==> src/rtl/demux_dist.sv <==
// demux_dist: registered 1-to-LANES distributor with per-lane valid/ready
// holding registers, lane occupancy count and illegal-select drop counter.
module demux_dist #(
    parameter int WIDTH = 2,
    parameter int LANES = 31,
    parameter int SELW  = 5
) (
    input  logic                   clk,
    input  logic                   reset,
    input  logic                   in_valid,
    output logic                   in_ready,
    input  logic [SELW-1:0]        in_sel,
    input  logic [WIDTH-1:0]       in_data,
    output logic [LANES-1:0]       out_valid,
    input  logic [LANES-1:0]       out_ready,
    output logic [LANES*WIDTH-1:0] out_data,
    output logic [SELW-1:0]        lane_cnt,
    output logic [7:0]             drop_cnt,
    output logic                   err,
    input  logic                   err_clr
);

    logic [LANES-1:0] sel_oh;
    logic [LANES-1:0] load;
    logic [LANES-1:0] drain;
    logic [LANES-1:0] freed;
    logic             legal;
    logic             acc;
    logic             drop_acc;
    logic             inc;
    logic [SELW-1:0]  dec;

    // One-hot lane decode; an out-of-range select decodes to all zeros.
    always_comb begin
        sel_oh = '0;
        for (int i = 0; i < LANES; i++) begin
            sel_oh[i] = (in_sel == SELW'(i));
        end
    end

    assign legal    = |sel_oh;
    assign in_ready = !legal || |(sel_oh & (~out_valid | out_ready));
    assign acc      = in_valid && in_ready;
    assign load     = acc ? sel_oh : '0;
    assign drain    = out_valid & out_ready;
    assign freed    = drain & ~load;
    assign inc      = |(load & ~drain);
    assign drop_acc = acc && !legal;

    always_comb begin
        dec = '0;
        for (int i = 0; i < LANES; i++) begin
            dec = dec + SELW'(freed[i]);
        end
    end

    always_ff @(posedge clk) begin
        if (reset) begin
            out_valid <= '0;
            out_data  <= '0;
            lane_cnt  <= '0;
        end else begin
            out_valid <= (out_valid & ~drain) | load;
            lane_cnt  <= lane_cnt + SELW'(inc) - dec;
            for (int i = 0; i < LANES; i++) begin
                if (load[i]) begin
                    out_data[i*WIDTH +: WIDTH] <= in_data;
                end
            end
        end
    end

    // A clear in the same cycle as a drop yields a count of one.
    always_ff @(posedge clk) begin
        if (reset) begin
            drop_cnt <= '0;
            err      <= 1'b0;
        end else if (err_clr) begin
            drop_cnt <= drop_acc ? 8'd1 : 8'd0;
            err      <= drop_acc;
        end else if (drop_acc) begin
            if (drop_cnt != 8'hFF) begin
                drop_cnt <= drop_cnt + 8'd1;
            end
            err <= 1'b1;
        end
    end

endmodule

==> config.mk <==
export PLATFORM = sky130hd
export DESIGN_NAME = demux_dist
export DESIGN_NICKNAME = d
export VERILOG_FILES = /design/src/rtl/demux_dist.sv
export SDC_FILE = /design/constraint.sdc
export NUM_CORES = 1
export LEC_CHECK = 0
export ABC_AREA = 0
export CORE_UTILIZATION = 55
export DETAILED_ROUTE_END_ITERATION = 10
export HOLD_SLACK_MARGIN = 0.02
export PLACE_DENSITY = 0.87
export SYNTH_ARGS = -nofsm -noshare
export SYNTH_HDL_FRONTEND = slang
export SYNTH_SLANG_ARGS = --single-unit
==> constraint.sdc <==
create_clock -name clk -period 14.4 [get_ports clk]
set_input_delay 4.32 -clock clk [delete_from_list [all_inputs] [get_ports clk]]
set_output_delay 4.32 -clock clk [all_outputs]
set_load 0.02 [all_outputs]
==> run metrics, run 1 <==
setup ws final 2.405 ns; total power 0.7907 mW; commonest cells after routing, fill and taps aside clkdlybuf4s50_1, dfxtp_1, nand2b_1, mux2i_1, a21oi_1; # rows 38; final worst-path cycle share 0.8330; # port buffers 149; Netlist cell types 56; Max stage delay on crit path 0.94 ns; synth-to-layout area growth 27.51%; pwr dens 97.87 nW/um^2; register clock-pin slew on the reported worst setup and hold paths 0.07 ns; synthesized instance count 662; Total GRT Usage 0.3160; # nets final 878; top achievable clock speed 83.37 MHz; Rel. slew slack 0.1813; GR Util met1 0.3985; Sequential Power Share 0.392; via count normalized by instance count 5.877; clock skew 0.009899 ns; total setup buffers inserted after CTS 0; routing usage on met2 0.5211; Post-Place Worst Slack 2.076 ns; Core Util, Final 0.7324; post_cts resized 0; worst-path fanout max 24; MaxCap Viol Count 0; Final Max Tran Viols 0; Max VDD drop 0.1172 mV; CTS tree done; Post-synth EDFFs 0; Post-Layout Inst Area 8079 um^2; Placer Congestion 1.016; dpl hpwl 13640 um; first-pass GRT wire length 28160 um; Root Buffer clkbuf_16; H-tree lvl count 3; hold crit path type reg2reg; Post-Syn Area 6336 um^2; Static Leak 3.501 nW; vias in the first global route 5402; combinational share of power 0.277; total number of vias 5454; core area 11030 um^2; commonest non-fill, non-tap cell in the layout clkdlybuf4s50_1; largest net degree at the start of global routing 104; ratio of cells with drive above 1 in the final layout 0.05838; Max clock buf depth 2; Routed WL 18390 um; grt total ovfl 0; asr flop ratio synth 0; Worst Path Required 14.60 ns; register area share after synthesis 0.3381; area of the multi-input gates 3757 um^2; antenna violations before repair 0; final hold vios 0; Pre-antenna DRT Iters 5; fillers 828; syn_area_per_cell 9.571 um^2; post-synth top area cell dfxtp_1; CP arrival 12.20 ns; status completed; n_diodes 0; Worst setup EP type flop; Clk pwr share 0.331; top post-synthesis cells by area dfxtp_1, mux2i_1, nand2b_1; Routed Antenna Nets 0; cts hold-fix bufs 0; die width 109.3 um; Ys Warns 0; RSZ-0062 raised after global routing no; busiest grt layer met2; final setup vio count 0; critical path's slowest cell clkdlybuf4s50_1; routed len/inst 19.82 um; Worst path most repeated cell fa_1; worst slew pin tran 1.228 ns; P_sw 0.2408 mW; DRC viols 0; # clock sinks 107; boundary pin count 150; DR iter-0 viols 376; internal power 0.5498 mW; setup tns final 0 ns; Placed Area 7771 um^2; DIE AREA 11950 um^2; worst skew pair latency 0.35 ns; FF+latch area 2142 um^2; min Tclk post-route 11.99 ns; Num CTS Buffers 9; Initial Utilization 0.5744; Yosys top cell area share 0.3381; switching share of power 0.3046; Primary FF master, synth dfxtp_1; die height 109.3 um; syn nets 756; met3 usage 0.07469; Crit Path Category in2reg; CP startpoint kind input port; Synth Register Bits 107
==> state kept, by name (all words and copies together) (netlist names) <==
| signal | flops |
|---|---|
| drop_cnt | 8 |
| err | 1 |
| out_valid | 31 |
| out_data | 62 |
| lane_cnt | 5 |
==> worst max-delay path, delay by kind of cell <==
kind / cells / cell delay (ns)
adder cells (fa/ha/maj): 9 / 3.69
XOR/XNOR: 3 / 0.53
buffers and inverters: 7 / 1.33
AND/OR/NAND/NOR: 5 / 1.22
AO/OA/AOI/OAI: 3 / 1.08
==> cells by family after synthesis <==
logic type | synth area share
adders and majority gates | 0.1347
AOI/OAI and AO/OA | 0.1051
muxes | 0.09795
DFF | 0.3381
xor gates and xnor gates | 0.01382
buffers and inverters | 0.06892
and+or+nand+nor | 0.2415
==> per-stage QoR <==
stage / hold WS, ns / cells
after floorplan: 0.5469 / 662
after global placement: 0.4607 / 913
after detailed placement: 0.4642 / 913
after CTS: 0.4843 / 928
after global routing: 0.5007 / 928
final: 0.4851 / 928
==> synth_stat cells, types with 4 or more instances <==
library cell,number
dfxtp_1,107
nand2b_1,95
mux2i_1,62
a21oi_1,58
nand2_1,51
inv_1,50
fa_1,27
ha_1,25
clkbuf_1,23
nand3_1,22
nor2_1,15
a22oi_1,12
and3_1,12
nand2_4,10
buf_6,8
nor2b_1,8
buf_2,6
xnor2_1,6
and4b_1,5
nor4b_4,4
xor2_1,4
==> layout make-up <==
type,instances,share of cell area
multi-input combinational,464,0.4651
sequential,107,0.2651
timing repair buffer,152,0.1868
clock buffer,10,0.02958
inverter,50,0.02323
tap,140,0.02168
clock inverter,5,0.008518
==> power by group through the flow <==
| stage | Sequential (mW) | Combinational (mW) | Clock (mW) |
|---|---|---|---|
| finish | 0.310 | 0.219 | 0.262 |
| detailed placement | 0.317 | 0.217 | 0 |
| global placement | 0.316 | 0.200 | 0 |
| global route | 0.311 | 0.238 | 0.275 |
| floorplan | 0.325 | 0.142 | 0 |
| CTS | 0.310 | 0.219 | 0.264 |
==> metal layers <==
| metal | vias to the layer above | share of wire |
|---|---|---|
| met5 | - | 0 |
| met4 | 0 | 0.032 |
| met3 | 46 | 0.084 |
| met2 | 262 | 0.48 |
| met1 | 2668 | 0.41 |
| li1 | 2478 | - |
==> final timing paths <==
kind	startpoint	to	slack, ns	depth (start not counted)
worst max-delay path	in_sel[1]	lane_cnt[4]	2.41	27
worst min-delay path	err	err	0.49	2
worst max register to register	out_valid[19]	lane_cnt[4]	7.27	26
worst min register to register	err	err	0.49	2
No activity file was read; power rests on OpenSTA's default activity.
==> run 2: changes to the inputs <==
- CORE_UTILIZATION: 55 -> 46
- PLACE_DENSITY: 0.87 -> 0.78
- clock period: 14.4 -> 9.8 ns (I/O delays scaled with it)
==> run 2 against run 1 <==
First-iteration DRC count up 5.3%. Largest power group unchanged. Utilization down 6.9 points. Via count is 5.2% higher. Worst setup slack got worse by 2.1 ns. Critical endpoint unchanged. Global-route usage down 2.4 points.
==> run metrics, run 2 (synthesis gave the netlist of run 1 again) <==
status completed; Post-Layout Inst Area 8860 um^2; Worst Path Required 10.01 ns; beginning of the worst hold path out_data[47]; H-tree lvl count 3; # nets final 955; combinational share of power 0.303; largest net degree at the start of global routing 104; critical path's slowest cell nor4b_4; CP delay by family, top adder cells; hold slack final 0.4794 ns; top achievable clock speed 105.0 MHz; worst-case reg-to-reg path depth 26; DIE AREA 14250 um^2; boundary pin count 150; synth-to-layout area growth 39.83%; Most flops, register out_data; worst slew pin tran 1.242 ns; core area 13350 um^2; DRC viols 0; Rel. slew slack 0.1720; P_sw 0.3706 mW; Post-Place Worst Slack -0.3735 ns; switching share of power 0.3076; internal power 0.8343 mW; CP startpoint kind input port; Hold Path Sink out_data[47]; CP arrival 9.74 ns; Routed Antenna Nets 0; Placed Cells incl. Taps 1024; # rows 42; Buf/Inv on CP 11; final worst-path cycle share 0.9721; Sequential Power Share 0.378; ratio of cells with drive above 1 in the final layout 0.1617; total number of vias 5735; RSZ-0062 raised after global routing no; Num CTS Buffers 9; setup ws final 0.2731 ns; Max clock buf depth 2; n_diodes 0; hold depth 2; Final Max Tran Viols 0; total power 1.205 mW; reg2reg start out_valid[19]; MaxCap Viol Count 0; Worst setup EP type flop; cts hold-fix bufs 0; worst skew pair latency 0.36 ns; setup tns final 0 ns; via count normalized by instance count 5.504; fillers 1073; final setup vio count 0; Root Buffer clkbuf_16; register clock-pin slew on the reported worst setup and hold paths 0.08 ns; R2R Setup Slk 3.13 ns; Static Leak 3.950 nW; commonest cells after routing, fill and taps aside clkdlybuf4s50_1, dfxtp_1, nand2b_1, buf_4, mux2i_1; die width 119.4 um; clock skew 0.01093 ns; first-pass GRT wire length 31660 um; Worst path most repeated cell inv_1; Placed Area 8404 um^2; final hold vios 0; Core Util, Final 0.6638; DR iter-0 viols 396; number of flip-flops in the largest register 62; vias in the first global route 5812; FF+latch area 2142 um^2; reg2reg end lane_cnt[4]; Max stage delay on crit path 0.63 ns; Max VDD drop 0.1141 mV; Pre-antenna DRT Iters 5; # clock sinks 107; CTS tree done; routed len/inst 19.62 um; Routed WL 20440 um; Initial Utilization 0.4747; # port buffers 149; Crit Path Category in2reg; grt total ovfl 0; Placer Congestion 0.9767; hold crit path type reg2reg; pwr dens 136.0 nW/um^2; area of the multi-input gates 3850 um^2; die height 119.4 um; antenna violations before repair 0; commonest non-fill, non-tap cell in the layout clkdlybuf4s50_1; Total GRT Usage 0.2922; min Tclk post-route 9.527 ns; Clk pwr share 0.319; non-filler cells in the finished layout 1042; biggest regs out_data x62, out_valid x31, drop_cnt x8; dpl hpwl 15620 um; worst-path fanout max 9
-- run 2: cell count changes in the layout (fill, tap and decap cells not counted), moves of 4 or more --
| cell | delta |
|---|---|
| buf_4 | +68 |
| buf_6 | +6 |
| dlymetal6s2s_1 | +4 |
| clkdlybuf4s50_1 | -4 |
-- run 2: timing repair --
item | in CTS | in global routing
setup endpoints to repair | 1 | 1
gates resized for setup | 1 | 30
gates cloned | 0 | 1
pin swaps | 0 | 14
buffers inserted | 0 | 1
-- run 2: cell type report --
cell class	instances	area share
Clock buffer	9	0.02542
Clock inverter	7	0.009886
Inverter	50	0.02118
Multi-Input combinational cell	464	0.4345
Sequential cell	107	0.2418
Tap cell	176	0.02486
Timing Repair Buffer	229	0.2423
-- run 2: worst reg2reg max path, cell delays in order, from the launching register on --
cell and delay [ns]:
dfxtp_1 0.38, nor2b_1 0.25, a2bb2oi_1 0.30, a2111oi_4 0.11
a211o_2 0.34, o21ba_4 0.27, nand2_4 0.08, nand3_1 0.10
fa_1 0.55, inv_1 0.06, fa_1 0.36, inv_1 0.09
fa_1 0.41, inv_1 0.09, fa_1 0.43, fa_1 0.57
inv_1 0.06, fa_1 0.42, inv_1 0.09, fa_2 0.45
fa_1 0.42, inv_1 0.07, ha_2 0.18, xnor2_2 0.12
xnor2_1 0.15, xnor2_1 0.13, nor2_1 0.05
-- run 2: worst max-delay path by stage --
stage | start | endpoint | slack (ns) | cells past startpoint
after detailed placement | in_sel[2] | lane_cnt[4] | -0.37 | 30
after global placement | in_sel[2] | lane_cnt[4] | -0.20 | 30
after global routing | in_sel[2] | lane_cnt[4] | 0.01 | 33
after floorplan | in_sel[2] | lane_cnt[4] | 0.43 | 29
after CTS | in_sel[2] | lane_cnt[4] | 0.01 | 30
final | in_sel[2] | lane_cnt[4] | 0.27 | 31
-- run 2: power by group through the flow --
stage | combinational, mW | clock (mW) | sequential (mW)
3_3_place_gp | 0.319 | 0 | 0.465
2_1_floorplan | 0.208 | 0 | 0.477
3_5_place_dp | 0.337 | 0 | 0.466
4_1_cts | 0.342 | 0.392 | 0.456
5_1_grt | 0.406 | 0.407 | 0.457
6_report | 0.365 | 0.385 | 0.455
-- run 2: routing by layer --
metal,vias up,share of wire,track usage
met5,-,0,0
met3,59,0.077,0.06130
met1,2786,0.43,0.3846
met2,253,0.46,0.4629
met4,0,0.033,0.1250
li1,2637,-,-
==> run 3: changes to the inputs <==
--- a/config.mk
+++ b/config.mk
@@ -8,6 +8,7 @@
 export ABC_AREA = 0
-export CORE_UTILIZATION = 46
+export CORE_UTILIZATION = 51
 export DETAILED_ROUTE_END_ITERATION = 10
 export HOLD_SLACK_MARGIN = 0.02
-export PLACE_DENSITY = 0.78
+export PLACE_DENSITY = 0.82
+export SLEW_MARGIN = 20
 export SYNTH_ARGS = -nofsm -noshare
==> constraint.sdc (replaced) <==
create_clock -name clk -period 10.36 [get_ports clk]
set_input_delay 3.108 -clock clk [delete_from_list [all_inputs] [get_ports clk]]
set_output_delay 3.108 -clock clk [all_outputs]
set_load 0.005 [all_outputs]
==> run 3 against run 2 <==
Clock-buffer cell count unchanged. Wire length decreased by 7.6%. Hold slack worse by 0.0038 ns. Sequential power is 5.5% lower. Clock power fell by 8.6%. Utilization rose by 3.4 points. Sequential share of layout area increased by 1.3 points. Highest routed layer unchanged.
==> run metrics, run 3 (synthesis gave the netlist of run 1 again) <==
status completed; commonest cells after routing, fill and taps aside clkdlybuf4s50_1, dfxtp_1, nand2b_1, mux2i_1, a21oi_1; Critical path origin in_sel[3]; hold slack final 0.4756 ns; die height 113.5 um; Placed Area 8117 um^2; worst-case reg-to-reg path depth 26; boundary pin count 150; Most flops, register out_data; Static Leak 3.678 nW; Placer Congestion 0.9973; biggest regs out_data x62, out_valid x31, drop_cnt x8; Core Util, Final 0.6982; final hold vios 0; top achievable clock speed 100.7 MHz; cts hold-fix bufs 0; end of the critical path lane_cnt[4]; CP arrival 10.15 ns; Worst setup EP type flop; core area 12060 um^2; CP startpoint kind input port; Worst Path Required 10.58 ns; first-pass GRT wire length 29530 um; Post-Layout Inst Area 8422 um^2; beginning of the worst hold path err; Num CTS Buffers 9; Rel. slew slack 0.4009; DIE AREA 12870 um^2; Max VDD drop 0.1127 mV; DR iter-0 viols 457; Crit Path Category in2reg; RSZ-0062 raised after global routing no; # nets final 912; register clock-pin slew on the reported worst setup and hold paths 0.07 ns; total power 1.073 mW; die width 113.5 um; number of flip-flops in the largest register 62; final setup vio count 0; clock skew 0.009420 ns; Initial Utilization 0.5253; post_cts resized 0; hold crit path type reg2reg; Post-Place Worst Slack 0.02551 ns; Final Max Tran Viols 0; # rows 40; worst-path fanout max 19; Root Buffer clkbuf_16; reg2reg end lane_cnt[4]; setup tns final 0 ns; commonest non-fill, non-tap cell in the layout clkdlybuf4s50_1; R2R Setup Slk 3.63 ns; via count normalized by instance count 5.540; H-tree lvl count 3; routed len/inst 19.06 um; Placed Cells incl. Taps 975; min Tclk post-route 9.933 ns; non-filler cells in the finished layout 991; Pre-antenna DRT Iters 5; grt total ovfl 0; Max clock buf depth 2; largest net degree at the start of global routing 104; Total GRT Usage 0.3036; CTS tree done; pwr dens 127.4 nW/um^2; vias in the first global route 5525; Routed Antenna Nets 0; ratio of cells with drive above 1 in the final layout 0.1009; reg2reg start out_valid[16]; antenna violations before repair 0; total number of vias 5490; dpl hpwl 14650 um; DRC viols 0; # clock sinks 107; n_diodes 0; # port buffers 149; worst skew pair latency 0.37 ns; MaxCap Viol Count 0; worst slew pin tran 0.8987 ns; Routed WL 18890 um; synth-to-layout area growth 32.92%; total setup buffers inserted after CTS 0; final worst-path cycle share 0.9588; setup ws final 0.4269 ns
-- run 3: changes by cell type in the layout (fill, tap and decap cells not counted), sizes merged --
cell           previous run  this run
buf                      80        38
bufinv                    1         0
clkbuf                   10         9
clkdlybuf4s50           144       148
dlymetal6s2s              4         0
inv                      52        53
-- run 3: how the worst min path moves through the flow --
stage	slack, ns	cells past startpoint	end
finish	0.48	2	err
floorplan	0.47	2	err
CTS	0.48	2	out_data[61]
global route	0.49	2	out_data[61]
detailed placement	0.47	2	out_data[24]
global placement	0.46	2	out_data[29]
-- run 3: metal layers --
layer	global-route usage	up-vias	routed length, um
met5	0	-	0
met4	0.1289	0	678
met3	0.08023	47	1387
met2	0.4911	241	8930
met1	0.3833	2652	7895
li1	-	2550	-
-- run 3: where the power goes --
group | internal (mW) | total (mW) | switching, mW
Clock | 0.172 | 0.352 | 0.180
Sequential | 0.423 | 0.430 | 0.00710
Combinational | 0.148 | 0.290 | 0.142
-- run 3: layout make-up --
class / count / area [um^2]
repair buffers: 186 / 1814
clock inverters: 7 / 80.08
well taps: 168 / 210.2
multi-input cells: 464 / 3762
flip-flops and latches: 107 / 2142
fillers: 931 / 3640
clock buffers: 9 / 225.2
inverters: 50 / 187.7
-- run 3: worst max-delay path: stages --
cell	delay, ns
clkdlybuf4s50_1	0.51
buf_12	0.17
nor4bb_1	0.68
buf_4	0.29
a22oi_1	0.12
and2_1	0.21
a31oi_4	0.37
buf_4	0.25
a21oi_1	0.11
fa_1	0.48
ha_1	0.32
fa_1	0.48
inv_1	0.08
ha_1	0.13
inv_1	0.04
fa_1	0.48
inv_1	0.05
fa_1	0.49
inv_1	0.06
fa_1	0.44
fa_1	0.51
inv_1	0.05
ha_1	0.20
xnor2_1	0.13
xnor2_1	0.19
xnor2_1	0.15
nor2_1	0.05
